--- src/rtl/sram_pingpong_ctrl_pkg.sv ---
// Shared definitions for the ping-pong SRAM controller.
// Holds the per-bank state encoding, the default geometry (DEPTH/WIDTH/AW)
// and a small helper that says whether a bank holds data for the read side.
package sram_pingpong_ctrl_pkg;

    localparam int PP_DEPTH = 16;
    localparam int PP_WIDTH = 32;
    localparam int PP_AW    = 4;

    // Lifecycle of one bank: EMPTY -> FILLING -> FULL -> DRAINING -> EMPTY
    typedef enum logic [1:0] {
        ST_EMPTY    = 2'd0,
        ST_FILLING  = 2'd1,
        ST_FULL     = 2'd2,
        ST_DRAINING = 2'd3
    } bank_state_e;

    // A bank belongs to the read side once it is complete.
    function automatic logic bank_readable(input bank_state_e st);
        return (st == ST_FULL) || (st == ST_DRAINING);
    endfunction

    // A bank belongs to the write side until it is complete.
    function automatic logic bank_writable(input bank_state_e st);
        return (st == ST_EMPTY) || (st == ST_FILLING);
    endfunction

endpackage

--- src/rtl/sram_pp_outfifo.sv ---
// Two-entry output FIFO for the ping-pong controller. Captures SRAM read data
// and presents the oldest word to the downstream valid/ready port. The head
// only changes on a pop, so the output is stable while stalled.
// Ports:
//   CLK, RESET_N - clock and asynchronous active-low reset
//   PUSH         - write PUSH_DATA this cycle (caller never pushes when full)
//   PUSH_DATA    - word captured from the SRAM Q bus
//   POP          - remove the head this cycle (caller only pops when valid)
//   HEAD_VALID   - FIFO holds at least one word
//   HEAD_DATA    - oldest word (0 after reset)
//   COUNT        - current occupancy, 0..2
module sram_pp_outfifo #(
    parameter int WIDTH = 32
) (
    input  logic             CLK,
    input  logic             RESET_N,
    input  logic             PUSH,
    input  logic [WIDTH-1:0] PUSH_DATA,
    input  logic             POP,
    output logic             HEAD_VALID,
    output logic [WIDTH-1:0] HEAD_DATA,
    output logic [1:0]       COUNT
);

    logic [WIDTH-1:0] mem_reg [2];
    logic             wr_ptr_reg;
    logic             rd_ptr_reg;
    logic [1:0]       count_reg;
    logic [1:0]       count_next;

    always_comb begin
        count_next = count_reg;
        case ({PUSH, POP})
            2'b10:   count_next = count_reg + 2'd1;
            2'b01:   count_next = count_reg - 2'd1;
            default: count_next = count_reg;
        endcase
    end

    always_ff @(posedge CLK or negedge RESET_N) begin
        if (!RESET_N) begin
            for (int i = 0; i < 2; i++) begin
                mem_reg[i] <= '0;
            end
            wr_ptr_reg <= 1'b0;
            rd_ptr_reg <= 1'b0;
            count_reg  <= 2'd0;
        end else begin
            if (PUSH) begin
                mem_reg[wr_ptr_reg] <= PUSH_DATA;
                wr_ptr_reg          <= ~wr_ptr_reg;
            end
            if (POP) begin
                rd_ptr_reg <= ~rd_ptr_reg;
            end
            count_reg <= count_next;
        end
    end

    assign HEAD_VALID = (count_reg != 2'd0);
    assign HEAD_DATA  = mem_reg[rd_ptr_reg];
    assign COUNT      = count_reg;

endmodule

--- src/rtl/sram_w16.sv ---
// Single-port synchronous SRAM macro model, 16 x 32 by default.
// Ports:
//   CLK  - clock, rising edge
//   CEN  - chip enable, active low
//   WEN  - write enable, active low (CEN=0, WEN=1 is a read)
//   A    - word address
//   D    - write data
//   Q    - read data, valid the cycle after a read access, held otherwise
module sram_w16 #(
    parameter int DEPTH = 16,
    parameter int WIDTH = 32,
    parameter int AW    = 4
) (
    input  logic             CLK,
    input  logic             CEN,
    input  logic             WEN,
    input  logic [AW-1:0]    A,
    input  logic [WIDTH-1:0] D,
    output logic [WIDTH-1:0] Q
);

    logic [WIDTH-1:0] mem_reg [DEPTH];

    always_ff @(posedge CLK) begin
        if (!CEN) begin
            if (!WEN) begin
                mem_reg[A] <= D;
            end else begin
                Q <= mem_reg[A];
            end
        end
    end

endmodule

--- src/rtl/sram_pingpong_ctrl.sv ---
// Double-buffered (ping-pong) controller over two sram_w16 banks.
// One bank fills from the input stream while the other drains to the output
// stream, one word per cycle on each side. Banks are used 0,1,0,1... on both
// sides, so words leave in arrival order. A partially filled bank is held.
// Ports:
//   CLK, RESET_N        - clock and asynchronous active-low reset
//   IN_VALID/IN_READY   - input handshake, IN_DATA is the word
//   OUT_VALID/OUT_READY - output handshake, OUT_DATA is the word
//   BANK_FULL[b]        - bank b is FULL or DRAINING
module sram_pingpong_ctrl
    import sram_pingpong_ctrl_pkg::*;
#(
    parameter int DEPTH = PP_DEPTH,
    parameter int WIDTH = PP_WIDTH,
    parameter int AW    = PP_AW
) (
    input  logic             CLK,
    input  logic             RESET_N,
    input  logic             IN_VALID,
    output logic             IN_READY,
    input  logic [WIDTH-1:0] IN_DATA,
    output logic             OUT_VALID,
    input  logic             OUT_READY,
    output logic [WIDTH-1:0] OUT_DATA,
    output logic [1:0]       BANK_FULL
);

    localparam logic [AW-1:0] LAST_ADDR = AW'(DEPTH - 1);

    bank_state_e      state_reg  [2];
    bank_state_e      state_next [2];
    logic             wr_bank_reg;
    logic [AW-1:0]    wr_addr_reg;
    logic             rd_bank_reg;
    logic [AW-1:0]    rd_addr_reg;
    logic             inflight_reg;       // a read was issued last cycle
    logic             inflight_bank_reg;  // which bank that read targeted

    logic             wr_fire;
    logic             rd_issue;
    logic             pop;
    logic             wr_last;
    logic             rd_last;
    logic [1:0]       fifo_count;
    logic [2:0]       occupancy;
    logic [WIDTH-1:0] q_even;
    logic [WIDTH-1:0] q_odd;
    logic [WIDTH-1:0] push_data;

    logic [1:0]         bank_wr;
    logic [1:0]         bank_rd;
    logic [1:0]         bank_cen;
    logic [1:0]         bank_wen;
    logic [1:0][AW-1:0] bank_a;

    assign IN_READY = bank_writable(state_reg[wr_bank_reg]);
    assign wr_fire  = IN_VALID && IN_READY;
    assign pop      = OUT_VALID && OUT_READY;
    assign wr_last  = (wr_addr_reg == LAST_ADDR);
    assign rd_last  = (rd_addr_reg == LAST_ADDR);

    // Words already buffered plus the one coming back from the SRAM, less
    // the one leaving this cycle, must leave room for another read.
    assign occupancy = 3'(fifo_count) + 3'(inflight_reg) - 3'(pop);
    assign rd_issue  = bank_readable(state_reg[rd_bank_reg]) && (occupancy < 3'd2);

    // Write bank is EMPTY/FILLING and read bank is FULL/DRAINING, so the two
    // sides can never target the same bank in one cycle.
    for (genvar gi = 0; gi < 2; gi++) begin : g_bank
        assign bank_wr[gi]   = wr_fire  && (wr_bank_reg == 1'(gi));
        assign bank_rd[gi]   = rd_issue && (rd_bank_reg == 1'(gi));
        assign bank_cen[gi]  = ~(bank_wr[gi] | bank_rd[gi]);
        assign bank_wen[gi]  = ~bank_wr[gi];
        assign bank_a[gi]    = bank_wr[gi] ? wr_addr_reg : rd_addr_reg;
        assign BANK_FULL[gi] = bank_readable(state_reg[gi]);
    end

    always_comb begin
        for (int b = 0; b < 2; b++) begin
            state_next[b] = state_reg[b];
            if (bank_wr[b]) begin
                state_next[b] = wr_last ? ST_FULL : ST_FILLING;
            end else if (bank_rd[b]) begin
                state_next[b] = rd_last ? ST_EMPTY : ST_DRAINING;
            end
        end
    end

    always_ff @(posedge CLK or negedge RESET_N) begin
        if (!RESET_N) begin
            for (int b = 0; b < 2; b++) begin
                state_reg[b] <= ST_EMPTY;
            end
            wr_bank_reg       <= 1'b0;
            wr_addr_reg       <= '0;
            rd_bank_reg       <= 1'b0;
            rd_addr_reg       <= '0;
            inflight_reg      <= 1'b0;
            inflight_bank_reg <= 1'b0;
        end else begin
            for (int b = 0; b < 2; b++) begin
                state_reg[b] <= state_next[b];
            end
            if (wr_fire) begin
                if (wr_last) begin
                    wr_addr_reg <= '0;
                    wr_bank_reg <= ~wr_bank_reg;
                end else begin
                    wr_addr_reg <= wr_addr_reg + 1'b1;
                end
            end
            if (rd_issue) begin
                if (rd_last) begin
                    rd_addr_reg <= '0;
                    rd_bank_reg <= ~rd_bank_reg;
                end else begin
                    rd_addr_reg <= rd_addr_reg + 1'b1;
                end
            end
            inflight_reg      <= rd_issue;
            inflight_bank_reg <= rd_bank_reg;
        end
    end

    sram_w16 #(.DEPTH(DEPTH), .WIDTH(WIDTH), .AW(AW)) sram_even (
        .CLK (CLK),
        .CEN (bank_cen[0]),
        .WEN (bank_wen[0]),
        .A   (bank_a[0]),
        .D   (IN_DATA),
        .Q   (q_even)
    );

    sram_w16 #(.DEPTH(DEPTH), .WIDTH(WIDTH), .AW(AW)) sram_odd (
        .CLK (CLK),
        .CEN (bank_cen[1]),
        .WEN (bank_wen[1]),
        .A   (bank_a[1]),
        .D   (IN_DATA),
        .Q   (q_odd)
    );

    assign push_data = inflight_bank_reg ? q_odd : q_even;

    sram_pp_outfifo #(.WIDTH(WIDTH)) u_outfifo (
        .CLK        (CLK),
        .RESET_N    (RESET_N),
        .PUSH       (inflight_reg),
        .PUSH_DATA  (push_data),
        .POP        (pop),
        .HEAD_VALID (OUT_VALID),
        .HEAD_DATA  (OUT_DATA),
        .COUNT      (fifo_count)
    );

endmodule

--- config.mk ---
export PLATFORM = sky130hd
export DESIGN_NAME = sram_pingpong_ctrl
export DESIGN_NICKNAME = d
export VERILOG_FILES = /design/src/rtl/sram_pingpong_ctrl_pkg.sv /design/src/rtl/sram_pp_outfifo.sv /design/src/rtl/sram_w16.sv /design/src/rtl/sram_pingpong_ctrl.sv
export SDC_FILE = /design/constraint.sdc
export NUM_CORES = 1
export LEC_CHECK = 0
export ABC_AREA = 0
export CAP_MARGIN = 20
export CORE_ASPECT_RATIO = 1.5
export CORE_MARGIN = 1
export CORE_UTILIZATION = 35
export DETAILED_ROUTE_END_ITERATION = 10
export PLACE_DENSITY_LB_ADDON = 0.3
export SLEW_MARGIN = 30
export SYNTH_ARGS = -nofsm -noshare
export SYNTH_HDL_FRONTEND = slang
export SYNTH_HIERARCHICAL = 1
export SYNTH_SLANG_ARGS = --single-unit
--- constraint.sdc ---
create_clock -name CLK -period 13.4 [get_ports CLK]
set_input_delay 2.01 -clock CLK [delete_from_list [all_inputs] [get_ports CLK]]
set_output_delay 2.01 -clock CLK [all_outputs]
set_load 0.01 [all_outputs]
Word level (Yosys, flattened, before mapping) --
Memory sizes are Yosys's and may differ from the RTL's. A register that Yosys moved wholly into a read port is not among the register bits. Index checks and enable logic that the tools add are counted.
Operators by class: add/subtract/negate cells 6, multipliers 0, divide/modulo/power cells 0, $lt $le $gt $ge 6, eq/ne operators 11, shift operators 0, multiplexer cells 30, bitwise gates (word level) 12, reductions and logical operators 21
Operators by type and width (number):
- two-way mux 32 bit | 5
- bitwise mux 64 bit | 1
- demux 32 bit (select 1 bit) | 1
- two-way mux 2 bit | 12
- two-way mux 4 bit | 4
- == test 2 bit, second input constant | 7
- adder 4 x 1 -> 4 bit, second input constant | 2
- == test 4 bit, second input constant | 2
- >= comparator 2 bit, second input constant | 4
- logical AND 1 bit | 8
- inverter 1 -> 2 bit | 4
- AND reduction 2 bit | 4
- nonzero test 2 bit | 4
- two-way mux 1 bit | 6
- inverter 1 bit | 6
- == test 2 x 1 -> 1 bit, second input constant | 2
- logical OR 1 bit | 4
- case mux 2 bit (2 select lines) | 1
- adder 2 x 1 -> 3 bit | 1
- less-than comparator 3 x 2 -> 1 bit, second input constant | 1
- subtractor 3 x 1 -> 3 bit | 1
- adder 2 x 1 -> 2 bit, second input constant | 1
- zero test 2 bit | 1
- less-than comparator 2 x 1 -> 1 bit, second input constant | 1
- 2 further kinds | 3
Storage, ports and cells: register bits 84, latch bits 0, memory bits (writable) 1024, ROM bits 0, input port bits 36, output and inout bits 36, logic and storage cells 101, memories 2
Memories:
- sram_even.mem_reg | depth 16, width 32, rd ports 1, clocked after Yosys merged registers in 1, write ports 1, RTL line sram_w16.sv:22 | logic [WIDTH-1:0] mem_reg [DEPTH];
- sram_odd.mem_reg | depth 16, width 32, rd ports 1, clocked after Yosys merged registers in 1, write ports 1, RTL line sram_w16.sv:22

Logic depth before layout (Yosys ltp) --
word-level depth 11, depth in mapped cells 11, gate-level depth less buffers 10

Hierarchy --
The synthesis kept the hierarchy.
By module, submodules not included:
- sram_w16 | times used 2, cells an instance 844, area each 20219.4 um^2, sequential area each 16335.7 um^2
- sram_pp_outfifo | times used 1, cells an instance 185, area each 2926.6 um^2, sequential area each 1701.6 um^2
- sram_pingpong_ctrl | times used 1, cells an instance 122, area each 1287.5 um^2, sequential area each 350.3 um^2

Worst setup path before layout --
No wires, ideal clock.
path type input -> register, start input port OUT_READY, end memory sram_even.mem_reg[0][0], enable pin, library setup time 0.461 ns, arrival time 6.198 ns, data required time 12.939 ns, setup slack 6.740 ns, stages on the path 8, buffers on the path 0, cell sequence and2_1 ha_1 nand2b_1 fa_1 xnor2_4 a31oi_1 or4_4 nor3_1
Between the ends: word-level cells in the longest chain between the ends 8
Ends and longest elaborated chain:
- start, declared | RTL line sram_pingpong_ctrl.sv:23 | input logic OUT_READY,
- logical AND 1 bit | RTL line sram_pingpong_ctrl.sv:58 | assign pop = OUT_VALID && OUT_READY;
- subtractor 3 x 1 -> 3 bit | RTL line sram_pingpong_ctrl.sv:64 | assign occupancy = 3'(fifo_count) + 3'(inflight_reg) - 3'(pop);
- less-than comparator 3 x 2 -> 1 bit | RTL line sram_pingpong_ctrl.sv:65 | assign rd_issue = bank_readable(state_reg[rd_bank_reg]) && (occupancy < 3'd2);
- logical AND 1 bit | RTL line sram_pingpong_ctrl.sv:65
- logical AND 1 bit | RTL line sram_pingpong_ctrl.sv:71 | assign bank_rd[gi] = rd_issue && (rd_bank_reg == 1'(gi));
- OR 1 bit | RTL line sram_pingpong_ctrl.sv:72 | assign bank_cen[gi] = ~(bank_wr[gi] | bank_rd[gi]);
- two-way mux 1 bit | RTL line sram_w16.sv:25 | if (!CEN) begin
- two-way mux 1 bit (implied by the code) | RTL line sram_w16.sv:27 | mem_reg[A] <= D;
- end, declared | RTL line sram_w16.sv:22
Every way passes these cells.

Final worst setup path --
start input port OUT_READY, end memory sram_odd.mem_reg[14][21], enable pin
Between the ends: word-level cells in the longest chain between the ends 8
Ends and longest elaborated chain:
- logical AND 1 bit | RTL line sram_pingpong_ctrl.sv:58
- net pop | RTL line sram_pingpong_ctrl.sv:41 | logic pop;
- subtractor 3 x 1 -> 3 bit | RTL line sram_pingpong_ctrl.sv:64
- less-than comparator 3 x 2 -> 1 bit | RTL line sram_pingpong_ctrl.sv:65
- logical AND 1 bit | RTL line sram_pingpong_ctrl.sv:65
- logical AND 1 bit | RTL line sram_pingpong_ctrl.sv:71
- OR 1 bit | RTL line sram_pingpong_ctrl.sv:72
- two-way mux 1 bit | RTL line sram_w16.sv:25
- two-way mux 1 bit (implied by the code) | RTL line sram_w16.sv:27
- end, declared | RTL line sram_w16.sv:22
The timed path passes the listed nets, and every way through them passes these cells.

==> impl_summary.log <==
[metrics] outcome: finished, final reports clean
[metrics] critical-path cell list: clkdlybuf4s50_1, and2_1, ha_1, nand2b_1, fa_1, xnor2_4, a31oi_1, nor2_1, nand3b_1, nor2_4, buf_4
[metrics] average vias per placed instance: 5.22
[metrics] fraction of met2 tracks used by global routing: 31.0%
[metrics] maximum root-to-sink buffer count: 3
[metrics] final core utilization: 40.8%
[metrics] initial cell density of the core: 35.2%
[metrics] unique cell type count in the Yosys netlist: 48
[metrics] number of remaining DRC errors: 0
[metrics] fraction of final layout cells with drive strength greater than 1: 30.9%
[metrics] number of violations reported at the end of detailed-routing iteration 0: 1432
[metrics] Mean Syn Cell Area: 22.4 sq um
[metrics] Post-DRT Antenna Nets: 0
[metrics] clk slew on worst S/H paths: 0.06 ns
[metrics] Synthesized Nets: 2036
[metrics] area of all placed cells without fillers: 51700 sq um
[metrics] total wirelength of the detailed-routed design: 109 mm
[metrics] critical path class: primary input to flip-flop
[metrics] # nets final: 2194
[metrics] Fin Setup TNS: 0 ns
[metrics] Most Used Layer, Global Route: met2
[metrics] global-route wire length before repair: 156 mm
[metrics] warnings from Yosys: 6
[metrics] pins over their slew limit: 0
[metrics] critical path arrival: 5.91 ns
[metrics] endpoint required time on the critical path: 13.76 ns
[metrics] fraction of registers with async set or reset after synthesis: 7.01%
[metrics] worst-case clock skew: 0.0272 ns
[metrics] largest net degree at the start of global routing: 80
[metrics] Core Region: 127000 sq um
[metrics] count of TritonRoute iterations in the first routing pass: 5
[metrics] setup repair after global routing missed its margin: false
[metrics] Routed wire per std cell: 27.6 um
[metrics] number of top-level pins: 72
[metrics] Clock Root Buffer: clkbuf_16
[metrics] HPWL after detailed placement: 66.7 mm
[metrics] final number of setup-violating endpoints: 0
[metrics] number of synthesized flops with an enable pin: 1088
[metrics] total CTS buffers: 104
[metrics] input/output buffers: 71
[metrics] vias in the first global route: 21745
[metrics] clock sink total: 1170
[metrics] flip-flop and latch count after synthesis: 1170
[metrics] clock latency of the later-clocked register in the worst-skew pair: 0.71 ns
[metrics] commonest cells after routing, fill and taps aside: edfxtp_1 (1088), mux4_2 (256), a22oi_1 (128), mux2_2 (124), clkbuf_16 (104)
[metrics] detailed-route via count: 20558
[metrics] Worst path max stage delay: 0.73 ns
[metrics] clock tree from TritonCTS: yes
[metrics] number of antenna violations at the first check in global routing: 8
[metrics] area delta synth->final: 15.7%
[metrics] top flip-flop cell by instance count after synthesis: edfxtp_1
[metrics] endpoint type of the worst setup path: flip-flop
[metrics] share of the cycle needed by the critical path after routing: 41.4%
[metrics] Hold Violations, Final: 0
[metrics] largest voltage drop on the vdd net: 0.000140 V
[metrics] register area share after synthesis: 77.8%
[metrics] row count: 160
[metrics] overall die area: 129000 sq um
[metrics] Placer Congestion: 0.782
[metrics] class of the most critical hold timing path: flip-flop to flip-flop
[metrics] total power consumption of the routed design: 10.9 mW
[metrics] post-CTS setup repair buffer count: 0
[metrics] GR Util All Layers: 17.0%
[metrics] max capacitance violation total: 0
[metrics] number of buffers inserted for hold repair after clock tree synthesis: 0
[metrics] global-route congestion overflow total: 0
[metrics] most common library cell in the layout ignoring fill and taps: edfxtp_1
[metrics] global-route track usage on met3: 2.86%
[metrics] post-cts gate resize count: 0
[metrics] global-route met1 utilization: 20.3%
[metrics] relative slew slack: 36.5%
[metrics] H-Tree Level Count: 3
[metrics] Crit-path slowest cell: nor2_4
[metrics] fmax: 180 MHz
[metrics] standby leakage power: 16.3 nW
[metrics] Worst setup SP type: primary input
[metrics] vertical extent of the die: 439 um
[metrics] count of mapped cells out of synthesis: 1995
[metrics] Die Wd: 294 um
[metrics] cell area after placement: 48400 sq um
[metrics] worst-path maximum fanout: 17
[metrics] actual slew at the worst max-slew pin: 0.952 ns
[metrics] Final Critical Period: 5.55 ns
[metrics] Power per Cell Area: 212 nW/um^2
[metrics] area of the mapped netlist: 44700 sq um
-- worst max-delay path: cells and delay by family --
family	cells	cell delay [ns]
AOI/OAI and AO/OA	1	0.25
xor gates and xnor gates	1	0.32
adders and majority gates	2	0.70
buffers and inverters	2	0.88
and+or+nand+nor	5	1.73
-- cells by family (layout without fill, tap and decap cells) --
logic type               after synthesis  after routing  synth area share (%)
buffers and inverters                117            357                  1.40
flip-flops                          1170           1170                  77.8
other                                  0              1                     0
AO/OA/AOI/OAI                        141            141                  2.36
XOR/XNOR                               9              9                 0.219
AND/OR/NAND/NOR                      159            159                  1.68
multiplexers                         394            394                  16.4
adder cells (fa/ha/maj)                5              5                 0.157
-- metrics by stage --
stage               instances  worst slack (ns)  hold slack (ns)
detailed placement       3748              6.91            0.479
CTS                      3936              7.70            0.495
global route             3936              7.69            0.512
finish                   3937              7.85            0.493
global placement         3718              6.89            0.466
floorplan                1995              6.74            0.454
-- routing by layer --
metal,wire [um],vias up
met5,0,-
met4,2700,0
met1,41500,11172
li1,-,8647
met3,5780,140
met2,58900,599
-- cells in the mapped netlist, types with 3 or more instances --
| cell | count | area, sq um |
|---|---|---|
| mux2_2 | 126 | 1420 |
| nand3_1 | 4 | 20.0 |
| buf_2 | 34 | 170 |
| nand2_1 | 80 | 300 |
| mux4_2 | 256 | 5770 |
| nand3b_1 | 4 | 30.0 |
| clkbuf_1 | 52 | 195 |
| buf_1 | 4 | 15.0 |
| nand4_1 | 3 | 18.8 |
| buf_4 | 6 | 45.0 |
| nand2b_1 | 5 | 31.3 |
| mux2_1 | 8 | 90.1 |
| mux2_4 | 3 | 45.0 |
| buf_6 | 16 | 180 |
| nor2_1 | 32 | 120 |
| xnor2_1 | 5 | 43.8 |
| dfrtp_1 | 82 | 2050 |
| a22oi_1 | 128 | 961 |
| xor2_1 | 3 | 26.3 |
| inv_1 | 3 | 11.3 |
| nor3_1 | 8 | 40.0 |
| edfxtp_1 | 1088 | 32700 |
| ha_1 | 4 | 50.1 |
| a31oi_1 | 3 | 18.8 |
| nor2b_1 | 6 | 37.5 |
| and2_1 | 3 | 18.8 |
-- final cells by class --
cell class                 instances  area (sq um)
fill                           10954         75100
sequential                      1170         34700
timing repair buffer             164          1900
antenna                            1          2.50
clock buffer                     131          2730
inverter                           5          18.8
clock inverter                    57           508
tap                             1701          2130
multi-input combinational        708          9640
-- power by group --
part           switching, mW  leakage [nW]  total (mW)  internal (mW)
clock                   1.30          1.57        2.90           1.60
sequential             0.205          10.8        4.56           4.36
combinational           1.88          3.99        3.48           1.60
-- final timing paths --
kind	from	to	slack (ns)	depth (start not counted)
min	u_outfifo/mem_reg[51]	u_outfifo/mem_reg[51]	0.49	1
min reg2reg	u_outfifo/mem_reg[51]	u_outfifo/mem_reg[51]	0.49	1
max	OUT_READY	sram_odd/mem_reg[14][21]	7.85	11
max in group asynchronous	RESET_N	u_outfifo/mem_reg[36]	11.02	2
max reg2reg	u_outfifo/COUNT[1]	sram_odd/mem_reg[14][21]	8.73	11
min in group asynchronous	RESET_N	inflight_bank_reg	1.26	1
(Power assumes the default switching activity.)
